<file path="src/rtl/reduce_nway.sv">
// Packet reducer: folds every beat of a packet into one lane word (OR/AND/XOR) and a 1-bit reduction.
// Define REDUCE_NWAY_XOR_EN to build XOR support for mode 2'b10; otherwise that mode folds as OR.
module reduce_nway #(
  parameter int WIDTH     = 8,
  parameter int MAX_BEATS = 16
) (
  input  logic                             clk,
  input  logic                             rst_n,
  input  logic                             in_valid,
  output logic                             in_ready,
  input  logic [WIDTH-1:0]                 in_data,
  input  logic                             in_last,
  input  logic [1:0]                       mode,
  output logic                             out_valid,
  input  logic                             out_ready,
  output logic [WIDTH-1:0]                 out_lane,
  output logic                             out_data,
  output logic [$clog2(MAX_BEATS+1)-1:0]   out_beats,
  output logic                             out_overflow
);

  localparam int CW = $clog2(MAX_BEATS + 1);

  typedef enum logic [1:0] {IDLE, ACC, DONE} state_t;

  state_t           state_q;
  logic [WIDTH-1:0] acc_q, acc_d;
  logic [CW-1:0]    count_q, count_d;
  logic             ovf_q, ovf_d;
  logic [1:0]       mode_q, mode_d;
  logic             red_d;
  logic [WIDTH-1:0] out_lane_q;
  logic             out_data_q;
  logic [CW-1:0]    out_beats_q;
  logic             out_ovf_q;

  assign in_ready     = (state_q != DONE);
  assign out_valid    = (state_q == DONE);
  assign out_lane     = out_lane_q;
  assign out_data     = out_data_q;
  assign out_beats    = out_beats_q;
  assign out_overflow = out_ovf_q;

  // First beat seeds the accumulator and latches the mode; later beats fold in with the latched mode.
  always_comb begin
    acc_d   = in_data;
    count_d = CW'(1);
    ovf_d   = 1'b0;
    mode_d  = mode;
    if (state_q == ACC) begin
      mode_d = mode_q;
      if (count_q == CW'(MAX_BEATS)) begin
        count_d = count_q;
        ovf_d   = 1'b1;
      end else begin
        count_d = count_q + CW'(1);
        ovf_d   = ovf_q;
      end
      case (mode_q)
        2'b01:   acc_d = acc_q & in_data;
`ifdef REDUCE_NWAY_XOR_EN
        2'b10:   acc_d = acc_q ^ in_data;
`endif
        default: acc_d = acc_q | in_data;
      endcase
    end
    case (mode_d)
      2'b01:   red_d = &acc_d;
`ifdef REDUCE_NWAY_XOR_EN
      2'b10:   red_d = ^acc_d;
`endif
      default: red_d = |acc_d;
    endcase
  end

  always_ff @(posedge clk) begin
    if (!rst_n) begin
      state_q     <= IDLE;
      acc_q       <= '0;
      count_q     <= '0;
      ovf_q       <= 1'b0;
      mode_q      <= 2'b00;
      out_lane_q  <= '0;
      out_data_q  <= 1'b0;
      out_beats_q <= '0;
      out_ovf_q   <= 1'b0;
    end else begin
      case (state_q)
        IDLE, ACC: begin
          if (in_valid && in_ready) begin
            acc_q   <= acc_d;
            count_q <= count_d;
            ovf_q   <= ovf_d;
            mode_q  <= mode_d;
            if (in_last) begin
              // Result registers only change here, so they stay frozen through DONE back-pressure.
              state_q     <= DONE;
              out_lane_q  <= acc_d;
              out_data_q  <= red_d;
              out_beats_q <= count_d;
              out_ovf_q   <= ovf_d;
            end else begin
              state_q <= ACC;
            end
          end
        end
        DONE: begin
          if (out_ready) state_q <= IDLE;
        end
        default: state_q <= IDLE;
      endcase
    end
  end

endmodule
</file>
<file path="config.mk">
export PLATFORM = sky130hd
export DESIGN_NAME = reduce_nway
export DESIGN_NICKNAME = d
export VERILOG_FILES = /design/src/rtl/reduce_nway.sv
export SDC_FILE = /design/constraint.sdc
export NUM_CORES = 1
export LEC_CHECK = 0
export CAP_MARGIN = 20
export CORE_ASPECT_RATIO = 0.9
export CORE_MARGIN = 10
export CORE_UTILIZATION = 45
export CTS_CLUSTER_DIAMETER = 100
export DETAILED_ROUTE_END_ITERATION = 16
export GPL_TIMING_DRIVEN = 1
export HOLD_SLACK_MARGIN = 0.15
export PLACE_DENSITY = 0.78
export SYNTH_ARGS = -nofsm -noshare
export SYNTH_HDL_FRONTEND = slang
export SYNTH_SLANG_ARGS = --single-unit
</file>
<file path="constraint.sdc">
create_clock -name clk -period 1.6 [get_ports clk]
set_input_delay 0.24 -clock clk [delete_from_list [all_inputs] [get_ports clk]]
set_output_delay 0.24 -clock clk [all_outputs]
set_load 0.005 [all_outputs]
</file>
==> flow_summary.json <==
{
  "status": "finished, violations left",
  "violations": "setup timing",
  "drt_iter0_drc": 129,
  "pwr-share-comb": 0.209,
  "tightest_slew_ps": 356,
  "port_buffers": 31,
  "area_delta_synth_final_pct": 43.4,
  "clock.fmax_mhz": 569,
  "maxCapViolations": 0,
  "use_met3": 0.0464,
  "grt.overflow.total": 0,
  "post_cts_buffers": 0,
  "ant_nets": 0,
  "slew_violations": 0,
  "synth_most_common_cell": "dfxtp_1",
  "p_sw_frac": 0.276,
  "yosysUniqueCellTypes": 38,
  "drc": 0,
  "dieArea_mm2": 0.00612,
  "core_region_area_mm2": 0.00316,
  "synth_fp_nets": 200,
  "finClkSkew_ps": 4.02,
  "start_util": 0.482,
  "crit_chain": "and2b_4 > buf_4 > a21oi_4 > or2_1 > nand4_1 > o41a_1 > o221a_1",
  "place.gp.congestion": 0.906,
  "fin_crit_sh": 1.10,
  "fillers": 242,
  "clkPwrFrac": 0.309,
  "fin_cells": 275,
  "wl_per_cell_um": 16.1,
  "grt.met2_usage": 0.248,
  "slowest_stage": "o41a_1",
  "vias": 1536,
  "ys_warn_count": 0,
  "dp_hpwl_um": 3290,
  "cts.path.max_buffers": 2,
  "synthFlopType": "dfxtp_1",
  "max_stage_delay_ps": 380,
  "path_clk_slew_ps": 60,
  "final_layout_size_suffix_gt1_frac": 0.219,
  "netlist.area_leader.share": 0.433,
  "cts_tree": "yes",
  "netlist_instances": 183,
  "p_int_mw": 1.35,
  "globalRouteMet1Util": 0.185,
  "multi_input_area_um2": 883,
  "pwr-share-seq": 0.482,
  "synth_seq_area_share": 0.433,
  "synth.avg_cell_area_um2": 8.33,
  "n_antenna_cell": 0,
  "synth_area_leaders": "dfxtp_1 43%, a211oi_1 8.4%, nor2_1 7.9%",
  "ys_ff_latch": 33,
  "timing.final.ws_setup_ps": -156,
  "grt-busiest-layer": "met2",
  "wirelength_um": 4440,
  "power.switching_uw": 516,
  "netlist_area_mm2": 0.00152,
  "avgViaCountPerCell": 5.59,
  "final_nets": 251,
  "cts_buffers": 5,
  "antenna_found_initial": 0,
  "setup_viol": 1,
  "dr.pass1.iters": 4,
  "p_per_area_mw_per_mm2": 855,
  "hold_viol": 0,
  "ctsHtreeMaxLevel": 2,
  "ir_drop_mv": 0.619,
  "worst-setup-path-type": "reg -> reg",
  "end_kind": "register",
  "p_leak_nw": 0.819,
  "grt_pass1_wl_um": 7220,
  "grt_max_degree": 22,
  "grt_pass1_vias": 1537,
  "die_w_um": 81.3,
  "async_reset_ff_frac": 0,
  "hold_class": "reg -> reg",
  "ioPinCount": 32,
  "cpLargestDelayFamily": "compound AO/OA/AOI/OAI gates",
  "regArea_um2": 664,
  "crit_required_ps": 1780,
  "crit_fanout": 4,
  "cts_root_buffer": "clkbuf_8",
  "cts_sinks": 33,
  "std_cell_rows": 19,
  "cp-start-kind": "register",
  "critPathArrivalTime_ps": 1940,
  "total_power_mw": 1.87,
  "holdBufCountCts": 0,
  "tns_ps": -156,
  "worstPathBufferInverterCount": 1,
  "synthTopCellsByCount": "33 x dfxtp_1, 32 x nor2_1, 19 x a21oi_1, 17 x a211oi_1, 11 x nand2_1",
  "rsz0062_at_grt": "yes",
  "synth_edf_count": 0,
  "clk_latency_ps": 290,
  "min_period_ps": 1760,
  "track_usage": 0.151,
  "yosys.area.top_type": "dfxtp_1",
  "dpl.cell_count": 269,
  "max_slew_margin": 0.762,
  "dieHeight_um": 75.2
}
## cells by family after synthesis
family	count (synthesis)	synth area share
simple gates	73	0.234
compound gates	55	0.242
flops	33	0.433
buf+inv	14	0.0378
xor+xnor	4	0.0230
mux	2	0.0131
fa+ha+maj	2	0.0164
## worst paths after layout
check | start | to | slack, ps | cells past startpoint
worst min-delay path | out_beats[4] | out_beats[4] | 450 | 2
worst max-delay path | state_q[1] | out_data | -160 | 7
worst max register to register | state_q[1] | out_data | -160 | 7
worst min register to register | out_beats[4] | out_beats[4] | 450 | 2
## flip-flops by register name, indices dropped and copies added (netlist names)
signal,count
out_overflow,1
acc_q,8
out_beats,5
out_lane,8
out_data,1
count_q,5
state_q,2
mode_q,2
ovf_q,1
## timing repair
action,CTS,global route
setup endpoints to repair,9,10
pin swaps,2,0
resized for setup,11,4
## per-stage QoR
stage | utilization | worst slack [ps] | hold slack, ps | cell area (µm²)
finish | 0.691 | -156 | 454 | 2190
global placement | 0.647 | -313 | 442 | 2050
floorplan | - | -54.8 | 345 | 1540
CTS | 0.685 | -140 | 461 | 2160
global route | 0.691 | -256 | 482 | 2190
detailed placement | 0.647 | -371 | 449 | 2050
## per-layer routing
layer | vias up | wire length, µm | part of all wire
met3 | 8 | 315 | 0.071
met2 | 53 | 2120 | 0.48
met1 | 721 | 1930 | 0.43
met4 | 0 | 71 | 0.016
met5 | - | 0 | 0
li1 | 754 | - | -
## power groups by stage
stage	Clock [mW]	Sequential [mW]	Combinational, mW
final	0.577	0.901	0.390
after global routing	0.610	0.907	0.426
after CTS	0.578	0.901	0.383
after detailed placement	0	0.918	0.371
after global placement	0	0.914	0.359
after floorplan	0	0.913	0.183
## cells in the final DEF (no fill, tap or decap), types with 2 or more instances in the layout
master	Yosys	final
nor2_1	32	32
dfxtp_1	33	30
clkdlybuf4s50_1	0	29
buf_4	1	21
a211oi_1	17	17
a21oi_1	19	14
nand2_1	11	11
nand3_1	6	6
a21o_1	5	5
clkbuf_8	0	5
inv_1	4	4
a21oi_2	1	4
o21ai_2	3	4
xnor2_1	4	4
nand2b_1	4	3
or2_1	3	3
dfxtp_2	0	3
mux2i_1	2	2
o21ai_0	3	2
a21oi_4	0	2
nand4_1	2	2
ha_1	2	2
dlygate4sd2_1	0	2
## final cells by class
type | instances | share of cell area
Timing Repair Buffer | 54 | 0.227
Multi-Input combinational cell | 136 | 0.404
Tap cell | 42 | 0.0240
Sequential cell | 33 | 0.304
Clock buffer | 5 | 0.0315
Inverter | 4 | 0.00687
Clock inverter | 1 | 0.00229
## worst min-delay path, cell delays in order, from the launching register on
cell and delay, ps:
dfxtp_1 310, nand2_1 50, a21oi_1 50
(Power assumes the default switching activity.)
